[config.mk]
export PLATFORM = sky130hd
export DESIGN_NAME = mc_controller
export DESIGN_NICKNAME = d
export VERILOG_FILES = /design/src/rtl/mc_defs.sv /design/src/rtl/instr_class.sv /design/src/rtl/mc_controller.sv
export SDC_FILE = /design/constraint.sdc
export NUM_CORES = 1
export LEC_CHECK = 0
export ABC_CLOCK_PERIOD_IN_PS = 2210
export CAP_MARGIN = 30
export CORE_MARGIN = 3
export CORE_UTILIZATION = 30
export CTS_CLUSTER_SIZE = 8
export DETAILED_ROUTE_END_ITERATION = 8
export DONT_BUFFER_PORTS = 1
export GPL_TIMING_DRIVEN = 0
export PLACE_DENSITY = 0.41
export RECOVER_POWER = 50
export SLEW_MARGIN = 25
export SYNTH_ARGS = -nofsm -noshare
export SYNTH_HDL_FRONTEND = slang
export SYNTH_HIERARCHICAL = 1
export SYNTH_SLANG_ARGS = --single-unit
[constraint.sdc]
create_clock -name clk -period 2.21 [get_ports clk]
set_input_delay 0.221 -clock clk [delete_from_list [all_inputs] [get_ports clk]]
set_output_delay 0.221 -clock clk [all_outputs]
set_load 0.005 [all_outputs]
[src/rtl/mc_defs.sv]
// mc_defs: shared encodings for the multi-cycle MIPS sequencing controller.
// Holds the state encoding, ALU op / NPC mode / mux-select codes, the
// opcode and func constants, the decoded instruction class, and the
// bundle of control outputs the controller drives each cycle.
package mc_defs;

  typedef enum logic [2:0] {
    FETCH  = 3'd0,
    DECODE = 3'd1,
    EXEC   = 3'd2,
    MEM    = 3'd3,
    WB     = 3'd4
  } state_t;

  typedef enum logic [3:0] {
    RTYPE_ADD,
    RTYPE_SUB,
    ORI,
    LUI,
    LW,
    SW,
    BEQ,
    JAL,
    JR,
    NOP
  } instr_class_t;

  // ALU operations
  localparam logic [5:0] ALU_ADD   = 6'd0;
  localparam logic [5:0] ALU_SUB   = 6'd1;
  localparam logic [5:0] ALU_OR    = 6'd2;
  localparam logic [5:0] ALU_LUI   = 6'd3;
  localparam logic [5:0] ALU_EQ    = 6'd4;
  localparam logic [5:0] ALU_PASSA = 6'd5;

  // NPC modes
  localparam logic [2:0] MODE_PC4    = 3'd0;
  localparam logic [2:0] MODE_BRANCH = 3'd1;
  localparam logic [2:0] MODE_JIDX   = 3'd2;
  localparam logic [2:0] MODE_ALU    = 3'd3;

  // ALU A select
  localparam logic [2:0] A_RDATA1 = 3'd0;
  localparam logic [2:0] A_PC     = 3'd1;

  // ALU B select
  localparam logic [2:0] B_RDATA2 = 3'd0;
  localparam logic [2:0] B_ZEXT   = 3'd1;
  localparam logic [2:0] B_SEXT   = 3'd2;
  localparam logic [2:0] B_FOUR   = 3'd3;

  // Register write target / data selects
  localparam logic [2:0] WT_RD  = 3'd0;
  localparam logic [2:0] WT_RT  = 3'd1;
  localparam logic [2:0] WT_RA  = 3'd2;
  localparam logic [2:0] WD_ALU = 3'd0;
  localparam logic [2:0] WD_MEM = 3'd1;

  // Opcodes and R-type function codes
  localparam logic [5:0] OP_RTYPE = 6'h00;
  localparam logic [5:0] OP_ORI   = 6'h0d;
  localparam logic [5:0] OP_LUI   = 6'h0f;
  localparam logic [5:0] OP_LW    = 6'h23;
  localparam logic [5:0] OP_SW    = 6'h2b;
  localparam logic [5:0] OP_BEQ   = 6'h04;
  localparam logic [5:0] OP_JAL   = 6'h03;
  localparam logic [5:0] FN_ADDU  = 6'h21;
  localparam logic [5:0] FN_SUBU  = 6'h23;
  localparam logic [5:0] FN_JR    = 6'h08;

  // Every control output the controller drives in one cycle.
  typedef struct packed {
    logic       ir_we;
    logic       pc_we;
    logic       grf_we;
    logic       mem_write;
    logic       mem_read;
    logic       instr_done;
    logic [2:0] a_sel;
    logic [2:0] b_sel;
    logic [2:0] wt_sel;
    logic [2:0] wd_sel;
    logic [5:0] alu_op;
    logic [2:0] mode;
  } ctrl_t;

  localparam ctrl_t CTRL_IDLE = '0;

  // ALU operand selects and operation for a class's execute step. Also
  // reused in MEM/WB so the per-cycle ALU register keeps the same value
  // while the memory access or write-back completes.
  function automatic ctrl_t alu_setup(input instr_class_t c);
    ctrl_t r;
    r        = CTRL_IDLE;
    r.a_sel  = A_RDATA1;
    r.b_sel  = B_RDATA2;
    r.alu_op = ALU_ADD;
    case (c)
      RTYPE_SUB: r.alu_op = ALU_SUB;
      ORI: begin
        r.b_sel  = B_ZEXT;
        r.alu_op = ALU_OR;
      end
      LUI: begin
        r.b_sel  = B_ZEXT;
        r.alu_op = ALU_LUI;
      end
      LW, SW:    r.b_sel  = B_SEXT;
      BEQ:       r.alu_op = ALU_EQ;
      JR:        r.alu_op = ALU_PASSA;
      default:   ;
    endcase
    return r;
  endfunction

endpackage

[src/rtl/instr_class.sv]
// instr_class: purely combinational opcode/func decoder.
// Ports:
//   opcode  in  6  instruction opcode field
//   func    in  6  R-type function field
//   iclass  out    decoded instruction class (NOP for anything unsupported)
module instr_class
  import mc_defs::*;
(
  input  logic [5:0]   opcode,
  input  logic [5:0]   func,
  output instr_class_t iclass
);

  // NOTE: every always_comb output gets a default before the case, so no
  // path leaves it unassigned and no latch is inferred.
  always_comb begin
    iclass = NOP;
    case (opcode)
      OP_RTYPE: begin
        case (func)
          FN_ADDU: iclass = RTYPE_ADD;
          FN_SUBU: iclass = RTYPE_SUB;
          FN_JR:   iclass = JR;
          default: iclass = NOP;
        endcase
      end
      OP_ORI:  iclass = ORI;
      OP_LUI:  iclass = LUI;
      OP_LW:   iclass = LW;
      OP_SW:   iclass = SW;
      OP_BEQ:  iclass = BEQ;
      OP_JAL:  iclass = JAL;
      default: iclass = NOP;
    endcase
  end

endmodule

[src/rtl/mc_controller.sv]
// mc_controller: multi-cycle sequencing controller for the MIPS datapath.
// Steps each instruction through FETCH/DECODE/EXEC/MEM/WB and drives the
// datapath's mux selects, ALU op, NPC mode and write enables. Outputs are
// combinational in the current state and the decoded instruction class.
// Ports:
//   clk, reset            clock (rising edge) and async active-high reset
//   opcode, func          instruction fields from the IR splitter
//   logicOutput           ALU compare result (resolved inside the NPC unit)
//   memReady              memory completed the current access
//   irWE, pcWE, grfWE     IR / PC / register-file write enables
//   memWrite, memRead     data memory requests (MEM cycle only)
//   AChoose, BChoose      ALU operand selects
//   wtChoose, wdataChoose register write target / data selects
//   aluOp, mode           ALU operation and NPC mode
//   state                 current state, for debug
//   instrDone             pulse in each instruction's final cycle
module mc_controller
  import mc_defs::*;
(
  input  logic       clk,
  input  logic       reset,
  input  logic [5:0] opcode,
  input  logic [5:0] func,
  input  logic       logicOutput,
  input  logic       memReady,
  output logic       irWE,
  output logic       pcWE,
  output logic       grfWE,
  output logic       memWrite,
  output logic       memRead,
  output logic [2:0] AChoose,
  output logic [2:0] BChoose,
  output logic [2:0] wtChoose,
  output logic [2:0] wdataChoose,
  output logic [5:0] aluOp,
  output logic [2:0] mode,
  output logic [2:0] state,
  output logic       instrDone
);

  instr_class_t iclass;
  state_t       state_q;
  ctrl_t        ctrl;
  ctrl_t        ctrl_out;

  instr_class u_instr_class (
    .opcode (opcode),
    .func   (func),
    .iclass (iclass)
  );

  // The branch decision is taken by the NPC unit in branch mode; the
  // controller asserts the same controls whether or not beq is taken.
  logic unused_logic_output;
  assign unused_logic_output = logicOutput;

  // NOTE: state is sequential, so it is updated with non-blocking
  // assignments only.
  always_ff @(posedge clk or posedge reset) begin
    if (reset) begin
      state_q <= FETCH;
    end else begin
      case (state_q)
        FETCH:  state_q <= DECODE;
        DECODE: begin
          case (iclass)
            NOP:     state_q <= FETCH;
            JAL:     state_q <= WB;
            default: state_q <= EXEC;
          endcase
        end
        EXEC: begin
          case (iclass)
            RTYPE_ADD, RTYPE_SUB, ORI, LUI: state_q <= WB;
            LW, SW:                         state_q <= MEM;
            default:                        state_q <= FETCH;
          endcase
        end
        MEM: begin
          // Hold until the memory signals completion.
          if (memReady) begin
            state_q <= (iclass == LW) ? WB : FETCH;
          end
        end
        WB:      state_q <= FETCH;
        default: state_q <= FETCH;
      endcase
    end
  end

  always_comb begin
    ctrl = CTRL_IDLE;
    case (state_q)
      FETCH: ctrl.ir_we = 1'b1;

      DECODE: begin
        if (iclass == NOP) begin
          ctrl.pc_we      = 1'b1;
          ctrl.instr_done = 1'b1;
        end
      end

      EXEC: begin
        ctrl = alu_setup(iclass);
        if (iclass == BEQ || iclass == JR) begin
          ctrl.mode       = (iclass == BEQ) ? MODE_BRANCH : MODE_ALU;
          ctrl.pc_we      = 1'b1;
          ctrl.instr_done = 1'b1;
        end
      end

      MEM: begin
        ctrl           = alu_setup(iclass);
        ctrl.mem_read  = (iclass == LW);
        ctrl.mem_write = (iclass == SW);
        // sw finishes in MEM, but only once the write has been accepted.
        if (iclass == SW && memReady) begin
          ctrl.pc_we      = 1'b1;
          ctrl.instr_done = 1'b1;
        end
      end

      WB: begin
        if (iclass == JAL) begin
          // Link value pc+4 goes through the ALU into $31.
          ctrl.a_sel  = A_PC;
          ctrl.b_sel  = B_FOUR;
          ctrl.alu_op = ALU_ADD;
          ctrl.wt_sel = WT_RA;
          ctrl.wd_sel = WD_ALU;
          ctrl.mode   = MODE_JIDX;
        end else begin
          ctrl        = alu_setup(iclass);
          ctrl.wt_sel = (iclass == RTYPE_ADD || iclass == RTYPE_SUB) ? WT_RD : WT_RT;
          ctrl.wd_sel = (iclass == LW) ? WD_MEM : WD_ALU;
        end
        ctrl.grf_we     = 1'b1;
        ctrl.pc_we      = 1'b1;
        ctrl.instr_done = 1'b1;
      end

      default: ctrl = CTRL_IDLE;
    endcase
  end

  // Reset overrides everything combinationally, so an instruction aborted
  // mid-flight can never complete a PC update or register write.
  assign ctrl_out = reset ? CTRL_IDLE : ctrl;

  assign irWE        = ctrl_out.ir_we;
  assign pcWE        = ctrl_out.pc_we;
  assign grfWE       = ctrl_out.grf_we;
  assign memWrite    = ctrl_out.mem_write;
  assign memRead     = ctrl_out.mem_read;
  assign instrDone   = ctrl_out.instr_done;
  assign AChoose     = ctrl_out.a_sel;
  assign BChoose     = ctrl_out.b_sel;
  assign wtChoose    = ctrl_out.wt_sel;
  assign wdataChoose = ctrl_out.wd_sel;
  assign aluOp       = ctrl_out.alu_op;
  assign mode        = ctrl_out.mode;
  assign state       = state_q;

endmodule

# --- Yosys cells after proc, flatten, opt, wreduce, memory -nomap -nowiden ---
# Index checks and enable logic that the tools add are counted.
word_totals:
  regBits: 3
  input_bits: 16
  out_inout_bits: 30
  wordCells: 55
classes:
  eq_ne: 23
  muxes: 22
  n_reduce_logical: 9
op_table:
  columns: ["operator", "n"]
  rows:
  - ["one-hot mux 19 bit (3 select lines)", 1]
  - ["one-hot mux 4 bit (7 select lines)", 1]
  - ["two-way mux 27 bit", 1]
  - ["equality test 6 bit (second input constant)", 4]
  - ["two-way mux 19 bit", 1]
  - ["equality test 6 x 4 -> 1 bit (second input constant)", 3]
  - ["one-hot mux 3 bit (2 select lines)", 3]
  - ["equality test 4 x 3 -> 1 bit (second input constant)", 4]
  - ["one-hot mux 3 bit (5 select lines)", 1]
  - ["one-hot mux 3 bit (4 select lines)", 1]
  - ["one-hot mux 4 bit (3 select lines)", 1]
  - ["equality test 4 x 2 -> 1 bit (second input constant)", 2]
  - ["equality test 4 bit (second input constant)", 2]
  - ["equality test 3 x 2 -> 1 bit (second input constant)", 2]
  - ["equality test 6 x 2 -> 1 bit (second input constant)", 1]
  - ["equality test 6 x 3 -> 1 bit (second input constant)", 1]
  - ["logical NOT 6 bit", 1]
  - ["two-way mux 1 bit", 6]
  - ["two-way mux 3 bit", 2]
  - ["equality test 4 x 1 -> 1 bit (second input constant)", 1]
  - ["logical NOT 4 bit", 1]
  - ["two-way mux 2 bit", 2]
  - ["one-hot mux 1 bit (4 select lines)", 1]
  - ["one-hot mux 2 bit (2 select lines)", 1]
  - ["8 further kinds", 10]

# --- Depth between registers and ports, before layout ---
logic_depth:
  ltp_word: 9
  mapped_depth: 10
  ltp_nobuf: 7

# --- By module ---
# Netlist, hierarchy kept.
modules_own_cells:
  columns: ["mod", "instances", "cells_each", "area_per_inst_um2", "seq_area_each_um2"]
  rows:
  - ["mc_controller", 1, 79, 590.6, 75.1]
  - ["instr_class", 1, 30, 181.4, 0.0]

# --- Least setup slack after synthesis ---
# Ideal clock, no wire load.
synth_path:
  path_type: "input to output"
  start: "in opcode[5]"
  end: "out pcWE"
  t_arrival_ns: 2.166
  required_ns: 1.989
  path_slack_ns: -0.177
  cell_stages: 8
  path_cell_list: "or3_4 > nor4_1 > nand2_1 > nand2_1 > or3b_4 > a2111oi_4 > a311o_1 > buf_4"
synth_via:
  elab_chain_len: 7
  elab_cells_between_ends: 19
  classes_between: "10 x eq/ne; 6 x mux; 3 x reduce/logical"
synth_lines:
  columns: ["item", "line_no", "text"]
  rows:
  - ["start, declared", "mc_controller.sv:22", "input logic [5:0] opcode,"]
  - ["equality test 6 x 2 -> 1 bit, or another cell as far along", "instr_class.sv:18", "case (opcode)"]
  - ["one-hot mux 4 bit (7 select lines) (*)", "instr_class.sv:18", null]
  - ["net iclass[3]", "mc_controller.sv:41", "instr_class_t iclass;"]
  - ["equality test 4 x 3 -> 1 bit, or another cell as far along", "mc_controller.sv:117", "if (iclass == SW && memReady) begin"]
  - ["logical AND 1 bit or logical OR 1 bit (tied branches)", "mc_controller.sv:117, mc_controller.sv:105", null]
  - ["two-way mux 1 bit (on tied branches)", "mc_controller.sv:117, mc_controller.sv:105", null]
  - ["one-hot mux 1 bit (4 select lines) (*)", "mc_controller.sv:93", "case (state_q)"]
  - ["two-way mux 27 bit (*)", "mc_controller.sv:148", "assign ctrl_out = reset ? CTRL_IDLE : ctrl;"]
  - ["end, declared", "mc_controller.sv:27", "output logic pcWE,"]
# Mark *: on every way through the listed nets, which the timed path passes. The rest lies on a longest branch.

# --- Final worst setup path ---
layout_path:
  start: "in opcode[0]"
  end: "out pcWE"
# The elaborated chain is that of the path after synthesis.

==> impl_metrics.ini <==
[floorplan]
rows = 17
ios = 46
start_util = 0.3330
dieWidth_microns = 56.73
dieHeight_microns = 56.73
core_area_sq_um = 2318
die-area_sq_um = 3218

[routing]
wl_microns = 2320
drc_errors = 0
routedWlPerCell_microns = 14.41
viasPerCell = 5.466
firstDrtPassIters = 6
via_count = 880
drt_iter0_markers = 9
antenna_left = 0

[final_layout]
multi_input_area_sq_um = 683.2
n_fill_cell = 232
diodes = 0
fin_util = 0.4657
fin_area_sq_um = 1080
fin_cells = 161
seqCellArea_sq_um = 75.07
area_delta_synth_final_pct = 39.87
final_cell_mix = buf_4, conb_1, nand2b_1
layout_commonest_cell = buf_4
drive_above_1_share = 0.3985
largest_reg_flops = 3
fin_nets = 150

[global_route]
grt_pass1_vias = 805
grt_max_degree = 11
grt_usage = 0.1447
antenna_found_initial = 0
grt_overflow_total = 0
grt_pass1_wl_microns = 3732

[critical_path]
path_cells = or3_4 -> a21o_1 -> a31oi_4 -> nand2_4 -> nand3b_1 -> a2111oi_4 -> a311o_1 -> buf_4
worst-path-max-fanout = 7
crit_path_top_delay_cell = a2111oi_4
r2r_start = state[2]
worstSetupStartpointType = input port
startpoint = opcode[0]
cp.required_ns = 1.99
critical_path_arrival_ns = 2.17
endpoint_kind = output pin
slowest_delay_ns = 0.45
criticalPathCategory = input port to output pin

[status]
outcome = finished, violations left
violations = negative setup slack

[placement]
numPortBuffers = 0
place_area_sq_um = 868.3
hpwl_microns = 1714
place_ws_ns = -0.2832
gp_congestion = 0.6956
dp.cells = 146

[yosys]
syn_area_sq_um = 772.0
synth_flop_cell = dfrtp_1
synth_top_cells_by_area = buf_4, dfrtp_1, nand2b_1
synth_cell_types = 42
synth_top_area_cell = buf_4
ys_warn_count = 6
synth_cells = 109
ys_ff_latch = 3
async_reset_ff_frac = 1.000
synth_edf_count = 0
yosysSeqAreaShare = 0.09724
avgSynthCellArea_sq_um = 7.082
synth_top_area_share = 0.1167

[hold_path]
hold_path.class = input port to register
min_from = memReady

[clocking]
cts_tree = built
numClockSinks = 3
root_buffer = clkbuf_4
cts_max_path_buffers = 2
htree_levels = 1
path_clk_slew_ns = 0.04
numCtsBuffers = 3
clkLatencyLatePin_ns = 0.24

[timing]
fmax_ghz = 0.4185
layout_min_cycle_time_ns = 2.390
slew_viol_final = 0
grt_setup_unrepaired = yes
tns_ns = -0.4006
hold_violations = 0
hold_slack_ns = 0.1671
finalCritPeriodShare = 1.081
skew_ns = 0.001834
fin_ws_ns = -0.1796
setup_violations = 4

[power_and_ir_drop]
leakage_nw = 0.4310
p_per_area_nw_per_um2 = 427.8
peakVddDrop_v = 0.0003584
finalPower_mw = 0.4619

[job]
max-cap-violations = 0
==> cell families (layout without fill, tap and decap cells) <==
group | count (synthesis) | after routing | synth area share
and+or+nand+nor | 53 | 53 | 0.4425
AOI/OAI and AO/OA | 25 | 25 | 0.2415
buffers and inverters | 25 | 40 | 0.1880
DFF | 3 | 3 | 0.09724
other | 1 | 10 | 0.004858
xor gates and xnor gates | 1 | 1 | 0.01135
muxes | 1 | 1 | 0.01459
==> synth_stat cells (2+ instances only) <==
| cell | number |
|---|---|
| buf_4 | 12 |
| nor3_1 | 7 |
| a21oi_1 | 6 |
| nand2_1 | 6 |
| nand2b_1 | 6 |
| inv_1 | 5 |
| nand3b_1 | 5 |
| a211oi_1 | 4 |
| buf_2 | 4 |
| a21o_1 | 3 |
| clkbuf_1 | 3 |
| dfrtp_1 | 3 |
| nor2_1 | 3 |
| or3b_1 | 3 |
| a31oi_1 | 2 |
| nand3_1 | 2 |
| nand4_1 | 2 |
| nand4b_1 | 2 |
| nor2b_1 | 2 |
| nor4_1 | 2 |
| nor4b_1 | 2 |
| o21ai_0 | 2 |
| o22ai_1 | 2 |
| or3_1 | 2 |
| or4_1 | 2 |
==> layout make-up <==
class / count / area share
well taps: 28 / 0.03244
inverters: 5 / 0.01738
plain buffers: 20 / 0.1448
flip-flops and latches: 3 / 0.06952
multi-input cells: 90 / 0.6327
clock buffers: 4 / 0.02433
repair buffers: 11 / 0.07879
==> routing by layer <==
metal,part of all wire,up-vias,global-route usage
li1,-,434,-
met1,0.43,408,0.1737
met2,0.48,36,0.2409
met3,0.087,2,0.05747
met4,0.0060,0,0.03051
met5,0,-,0
==> timing repair <==
action,4_1_cts,5_1_grt
setup buffers,4,6
hold buffers,1,0
gates resized for setup,14,13
hold endpoints to repair,3,0
endpoints found under the setup margin,7,11
pin swaps,8,12
==> power breakdown <==
group / internal (mW) / switching, mW / total, mW
Sequential: 0.0717 / 0.0186 / 0.0903
Clock: 0.0678 / 0.0303 / 0.0981
Combinational: 0.123 / 0.151 / 0.273
==> worst paths after layout <==
path                                 end  slack (ns)  cells past startpoint
min in group asynchronous       state[2]        0.31                      2
worst max register to register  state[2]        0.52                      4
worst min register to register  state[2]        0.78                      2
max in group asynchronous       state[1]        1.77                      2
worst min-delay path            state[2]        0.17                      2
worst max-delay path                pcWE       -0.18                      8
==> worst max-delay path: cells and delay by family <==
kind	cells	cell delay [ns]
compound gates	4	1.09
buf+inv	1	0.13
simple gates	3	0.72
Power figures use the tool's default switching activity.
